## src/rtl/instruction_fetch_unit_pkg.sv

```systemverilog
// Shared CPU definitions for the instruction fetch unit: FSM state encoding,
// the NOP used as the reset instruction, and the sequential PC increment.
package instruction_fetch_unit_pkg;

    typedef enum logic [1:0] {
        ST_IDLE = 2'b00,
        ST_REQ  = 2'b01,
        ST_WAIT = 2'b10,
        ST_HOLD = 2'b11
    } fetch_state_e;

    localparam logic [31:0] NOP_INSTR = 32'h0000_0013;
    localparam logic [31:0] PC_STEP   = 32'd4;

    // Redirect targets are forced onto a word boundary.
    function automatic logic [31:0] align_word(input logic [31:0] byte_addr);
        return byte_addr & ~32'd3;
    endfunction

endpackage

```

## src/rtl/instruction_fetch_unit.sv

```systemverilog
// Single-outstanding instruction fetch stage: requests one word at a time,
// presents it to decode until consumed, and squashes responses made stale by a redirect.
module instruction_fetch_unit
    import instruction_fetch_unit_pkg::*;
#(
    parameter logic [31:0] RESET_PC  = 32'h0000_0000,
    parameter int unsigned ADDR_BITS = 5
) (
    input  logic                 clock,
    input  logic                 reset_n,
    output logic                 mem_read,
    output logic [ADDR_BITS-1:0] mem_address,
    input  logic [31:0]          mem_instruction,
    input  logic                 mem_busywait,
    input  logic                 stall,
    input  logic                 branch_taken,
    input  logic [31:0]          branch_target,
    output logic                 if_valid,
    output logic [31:0]          if_pc,
    output logic [31:0]          if_instruction
);

    fetch_state_e         state_q;
    logic [31:0]          pc_q;
    logic [31:0]          pc_d;
    logic                 mem_read_q;
    logic [ADDR_BITS-1:0] mem_addr_q;
    logic                 if_valid_q;
    logic [31:0]          if_pc_q;
    logic [31:0]          if_instr_q;
    logic                 squash_q;

    function automatic logic [ADDR_BITS-1:0] word_addr(input logic [31:0] byte_addr);
        return byte_addr[ADDR_BITS+1:2];
    endfunction

    // A redirect wins in every state; otherwise the PC only advances when the
    // presented instruction is consumed.
    always_comb begin
        // NOTE: default first so every path assigns pc_d and no latch is inferred.
        pc_d = pc_q;
        if (branch_taken) begin
            pc_d = align_word(branch_target);
        end else if (state_q == ST_HOLD && !stall) begin
            pc_d = pc_q + PC_STEP;
        end
    end

    // The address is registered so it stays put during WAIT even when a
    // redirect has already moved the PC to the new target.
    always_ff @(posedge clock or negedge reset_n) begin
        if (!reset_n) begin
            state_q    <= ST_IDLE;
            pc_q       <= RESET_PC;
            mem_read_q <= 1'b0;
            mem_addr_q <= RESET_PC[ADDR_BITS+1:2];
            if_valid_q <= 1'b0;
            if_pc_q    <= 32'h0000_0000;
            if_instr_q <= NOP_INSTR;
            squash_q   <= 1'b0;
        end else begin
            // NOTE: non-blocking throughout so every register samples pre-edge values.
            pc_q <= pc_d;
            case (state_q)
                ST_IDLE: begin
                    state_q    <= ST_REQ;
                    mem_read_q <= 1'b1;
                    mem_addr_q <= word_addr(pc_d);
                end
                ST_REQ: begin
                    if (branch_taken) begin
                        if_valid_q <= 1'b0;
                        mem_addr_q <= word_addr(pc_d);
                    end else begin
                        state_q <= ST_WAIT;
                    end
                end
                ST_WAIT: begin
                    if (branch_taken) begin
                        squash_q <= 1'b1;
                    end else if (!mem_busywait) begin
                        squash_q <= 1'b0;
                        if (squash_q) begin
                            // Stale response: drop it and go fetch the redirect target.
                            state_q    <= ST_REQ;
                            mem_addr_q <= word_addr(pc_q);
                        end else begin
                            state_q    <= ST_HOLD;
                            mem_read_q <= 1'b0;
                            if_valid_q <= 1'b1;
                            if_pc_q    <= pc_q;
                            if_instr_q <= mem_instruction;
                        end
                    end
                end
                ST_HOLD: begin
                    if (branch_taken || !stall) begin
                        state_q    <= ST_REQ;
                        mem_read_q <= 1'b1;
                        mem_addr_q <= word_addr(pc_d);
                        if_valid_q <= 1'b0;
                    end
                end
                default: begin
                    state_q <= ST_IDLE;
                end
            endcase
        end
    end

    assign mem_read       = mem_read_q;
    assign mem_address    = mem_addr_q;
    assign if_valid       = if_valid_q;
    assign if_pc          = if_pc_q;
    assign if_instruction = if_instr_q;

endmodule

```

## config.mk

```make
export PLATFORM = sky130hd
export DESIGN_NAME = instruction_fetch_unit
export DESIGN_NICKNAME = d
export VERILOG_FILES = /design/src/rtl/instruction_fetch_unit_pkg.sv /design/src/rtl/instruction_fetch_unit.sv
export SDC_FILE = /design/constraint.sdc
export NUM_CORES = 1
export LEC_CHECK = 0
export ABC_CLOCK_PERIOD_IN_PS = 2700
export CAP_MARGIN = 20
export CORE_ASPECT_RATIO = 0.5
export CORE_MARGIN = 5
export CORE_UTILIZATION = 47
export DETAILED_ROUTE_END_ITERATION = 6
export GPL_TIMING_DRIVEN = 0
export PLACE_DENSITY_LB_ADDON = 0.12
export SYNTH_ARGS = -nofsm -noshare
export SYNTH_HDL_FRONTEND = slang
export SYNTH_SLANG_ARGS = --single-unit
```

## constraint.sdc

```tcl
create_clock -name clock -period 2.7 [get_ports clock]
set_input_delay 0.81 -clock clock [delete_from_list [all_inputs] [get_ports clock]]
set_output_delay 0.81 -clock clock [all_outputs]
set_load 0.005 [all_outputs]
```

## Word level (Yosys, flattened, before mapping)

Cells that the tools add are included.

| operators by class | value |
|---|---|
| $add $sub $neg | 1 |
| multiply operators | 0 |
| div/mod/pow operators | 0 |
| magnitude comparators | 0 |
| equality and inequality tests | 11 |
| shift-type cells | 0 |
| mux-type cells | 27 |
| bitwise logic cells | 3 |
| reduce and logical (&&, ||, !) cells | 13 |

Operator list:

| kind | number |
|---|---|
| $mux 32 | 2 |
| $add 32x3->32 const B | 1 |
| $mux 5 | 5 |
| $pmux 5 s4 | 1 |
| $ne 2x2->1 const B | 6 |
| $mux 1 | 11 |
| $mux 2 | 5 |
| $reduce_and 5->1 | 2 |
| $pmux 2 s4 | 1 |
| $reduce_and 4->1 | 2 |
| $pmux 1 s3 | 2 |
| $reduce_and 6->1 | 1 |
| $reduce_bool 3->1 | 2 |
| $eq 2x2->1 const B | 2 |
| $ne 2x1->1 const B | 2 |
| $not 1->1 | 3 |
| $eq 2x1->1 const B | 1 |
| $logic_not 2->1 | 1 |
| $reduce_and 2->1 | 1 |
| $reduce_bool 2->1 | 1 |
| $logic_and 1x1->1 | 1 |
| $logic_not 1->1 | 1 |
| $logic_or 1x1->1 | 1 |

| word-level totals | value |
|---|---|
| register bits | 106 |
| latch bits | 0 |
| memory bits (writable) | 0 |
| memory bits (read-only) | 0 |
| output and inout port bits | 71 |
| logic and storage cells | 64 |
| memories | 0 |

## Logic depth before layout (Yosys ltp)

| depth | value |
|---|---|
| word-level depth | 6 |
| depth in mapped cells | 7 |
| gate-level depth less buffers | 6 |

## Least setup slack after synthesis

No wires, ideal clock.

| timing path | value |
|---|---|
| kind | input -> register |
| from | input port branch_taken |
| to | register if_instr_q[30] (netlist: if_instruction[30]) |
| arrival | 2.066 ns |
| setup slack | 0.509 ns |
| stages | 4 |
| path through | clkbuf_1 > nor3_1 > buf_2 > mux2_2 |

| between the ends | value |
|---|---|
| word-level cells in the longest chain between the ends | 2 |

RTL lines:

| item | line | source |
|---|---|---|
| from (decl) | instruction_fetch_unit.sv:16 | `input logic branch_taken,` |
| $not 1->1 (no line) | n/a |  |
| $reduce_and 4->1 (no line) | n/a |  |
| to (signal assigned) | instruction_fetch_unit.sv:92 | `if_instr_q <= mem_instruction;` |
| to (decl) | instruction_fetch_unit.sv:30 | `logic [31:0] if_instr_q;` |

No other way between the ends.
A chain may end at the register's enable or synchronous reset.

## Final worst setup path

| timing path | value |
|---|---|
| from | input port stall |
| to | register pc_q[25] |

| between the ends | value |
|---|---|
| word-level cells in the longest chain between the ends | 3 |

RTL lines:

| item | line | source |
|---|---|---|
| from (decl) | instruction_fetch_unit.sv:15 | `input logic stall,` |
| $logic_not 1->1 | instruction_fetch_unit.sv:44 | `end else if (state_q == ST_HOLD && !stall) begin` |
| $logic_and 1x1->1 | instruction_fetch_unit.sv:44 |  |
| $reduce_bool 2->1 (no line) | n/a |  |
| to (signal assigned) | instruction_fetch_unit.sv:63 | `pc_q <= pc_d;` |
| to (decl) | instruction_fetch_unit.sv:24 | `logic [31:0] pc_q;` |

No other way between the ends.

==> impl_metrics.py <==
metrics = {
    "setup_path": {
        "r2r_cells": 7,
        "cp.depth": 7,
        "crit_slowest_cell": "clkdlybuf4s50_1",
        "worstPathRequired_ns": 2.96,
        "cp_max_fo": 8,
        "path_class": "in -> reg",
        "slowest_delay_ns": 0.52,
        "path_delay_family": "simple AND/OR/NAND/NOR gates",
        "startpoint_type": "primary input",
        "worst_ep_arrival_time_ns": 2.90,
        "end_kind": "flop",
        "path_cells": "clkdlybuf4s50_1 -> and4b_1 -> buf_2 -> nand4b_1 -> buf_4 -> or4_1 -> a31oi_1",
        "path_buf_inv": 3,
    },
    "run": {
        "maxCapViolCount": 0,
    },
    "sta": {
        "tns_ns": 0,
        "layout_min_cycle_time_ns": 2.64,
        "worst_slack_ns": 0.0604,
        "finalSetupViolations": 0,
        "slew_violations": 0,
        "max_slew.worst_pin.slew_ns": 0.638,
        "hold_violations": 0,
        "fmax_ghz": 0.379,
        "max_slew_margin_pct": 57.4,
        "fin_skew_ns": 0.00713,
        "period_share_pct": 97.8,
    },
    "placed_design": {
        "portBuffers": 134,
        "dpl.hpwl_um": 8900,
        "globalplace.congestion": 0.795,
        "place_area_mm2": 0.00626,
        "place_ws_ns": -0.400,
    },
    "hold_path": {
        "worstHoldPathType": "in -> async",
    },
    "clock_network": {
        "cts_root_buffer": "clkbuf_16",
        "cts_buffers": 9,
        "cts_tree": "built",
        "holdBufCountCts": 0,
        "clk_path_buf_depth": 2,
        "clkSinkCount": 102,
        "clk_pin_slew_ns": 0.07,
        "htreeDepth": 3,
        "clock_latency_ns": 0.34,
    },
    "routing": {
        "route.detailed.drc": 0,
        "wl_per_cell_um": 17.4,
        "dr.pass1.iters": 4,
        "routed_wl_um": 12000,
        "via_count": 3758,
        "drt_iter0_markers": 196,
        "ant_nets": 0,
        "vias_per_cell": 5.44,
    },
    "logic_synthesis": {
        "yosysWarnings": 0,
        "ys_top_cells_by_area": "dfrtp_1 53%, mux2_2 11%, mux2_1 4.1%",
        "synth_top_area_share_pct": 52.5,
        "synth.most_common_cell": "dfrtp_1",
        "synth_seq_cells": 102,
        "synth_cell_types": 54,
        "yosysSeqAreaShare_pct": 54.2,
        "synthTopCellsByCount": "99 x dfrtp_1, 47 x mux2_2, 27 x nand2_1",
        "synth_top_area_cell": "dfrtp_1",
        "syn_area_mm2": 0.00472,
        "synth-edff-count": 0,
        "synth_area_per_cell_um2": 11.8,
        "synthArstFlopShare_pct": 100,
        "synth_ff_type": "dfrtp_1",
        "syn-instance-count": 401,
    },
    "outcome": {
        "status": "finished clean",
    },
    "floorplan": {
        "ioPinCount": 140,
        "die_area_mm2": 0.0123,
        "start_util_pct": 49.1,
        "die_h_um": 80.9,
        "coreArea_mm2": 0.00960,
        "rows": 25,
        "die_w_um": 152,
    },
    "power": {
        "power_leakage_nw": 2.76,
        "powerDensity_mw_per_mm2": 877,
        "peakVddDrop_uv": 426,
    },
    "grt": {
        "grt_pass1_wl_um": 19400,
        "grt.overflow.total": 0,
        "antenna_found_initial": 0,
        "track_usage_pct": 20.2,
        "grt_max_degree": 55,
        "grt_pass1_vias": 3869,
    },
    "finish": {
        "fin_area_mm2": 0.00662,
        "drive_gt1_share_pct": 15.5,
        "fillers": 750,
        "ff_latch_area_mm2": 0.00256,
        "multi_input_area_mm2": 0.00204,
        "area_delta_synth_final_pct": 40.3,
        "antennaDiodeCount": 0,
        "fin_nets": 626,
        "fin_util_pct": 68.9,
    },
}
[cell type report]
cell class	instances	share of cell area, %
inverter	7	0.397
timing repair buffer	138	20.9
buffer	22	1.59
multi-input combinational	271	30.8
clock inverter	6	1.68
sequential	102	38.6
clock buffer	10	3.46
tap	135	2.55
[sequential cells by signal, summed over array words and instances, names as in the netlist]
name and flops:
if_instruction 32, if_pc 30, if_valid 1, mem_address 5, mem_read 1, pc_q 30
squash_q 1, state_q 2
[cell families (layout without fill, tap and decap cells)]
kind of cell	count (synthesis)	after routing	share of synthesized area [%]
AND/OR/NAND/NOR	116	116	14.1
flip-flops	102	102	54.2
AO/OA/AOI/OAI	73	73	10.1
multiplexers	66	66	15.7
buffers and inverters	29	183	2.76
XOR/XNOR	8	8	1.49
adder cells (fa/ha/maj)	6	6	1.59
other	1	2	0.0795
[metrics by stage]
stage | total power, mW | std cells | hold WS [ns]
finish | 5.81 | 691 | 0.479
global route | 6.18 | 691 | 0.496
CTS | 5.88 | 689 | 0.489
detailed placement | 4.38 | 673 | 0.474
global placement | 4.32 | 671 | 0.468
floorplan | 3.11 | 402 | 0.483
[routing by layer]
layer / track usage, % / vias to the layer above / wire (um)
li1: - / 1779 / -
met1: 26.5 / 1841 / 5280
met2: 32.5 / 134 / 5450
met3: 7.58 / 4 / 1230
met4: 4.39 / 0 / 32
met5: 0 / - / 0
[report_power, final]
group | leakage (nW) | switching, mW | internal, mW
clock network | 0.163 | 0.573 | 0.907
logic | 1.34 | 0.659 | 1.29
registers | 1.26 | 0.310 | 2.06
total | 2.76 | 1.54 | 4.26
[what timing repair did]
action | in CTS | in global routing
resized for setup | 1 | 0
buffers inserted | 0 | 2
pin swaps | 0 | 1
endpoints found under the setup margin | 3 | 6
[worst paths after layout]
check	from	to	slack, ns
min in group clock	if_pc[31]	if_pc[31]	0.48
setup / recovery	stall	pc_q[25]	0.06
hold / removal	reset_n	if_instruction[10]	0.48
setup reg to reg	state_q[0]	if_pc[28]	0.26
max in group asynchronous	reset_n	if_instruction[0]	1.49
hold reg to reg	if_pc[31]	if_pc[31]	0.48
[layout by cell type (no fill, tap or decap), drive strengths merged, types with 3 or more instances in the layout]
cell type / netlist / routed
a21oi: 4 / 4
a31oi: 20 / 20
and4: 4 / 4
buf: 11 / 16
bufinv: 0 / 3
clkbuf: 10 / 20
clkdlybuf4s50: 0 / 133
dfrtp: 99 / 99
dfstp: 3 / 3
ha: 6 / 6
inv: 7 / 7
mux2: 64 / 64
nand2: 27 / 27
nand2b: 4 / 4
nand3: 8 / 8
nand4: 7 / 7
nor2: 24 / 24
nor2b: 3 / 3
nor3: 7 / 7
o21ai: 20 / 20
o31ai: 14 / 14
or3: 5 / 5
or4: 14 / 14
xnor2: 5 / 5
xor2: 3 / 3
[worst reg2reg max path, stage by stage (launching register included)]
cell	delay (ns)
dfrtp_1	0.42
inv_1	0.11
ha_1	0.26
nand2b_1	0.13
nor3_1	0.42
buf_2	0.31
buf_2	0.30
mux2_2	0.37
(Power assumes the default switching activity.)
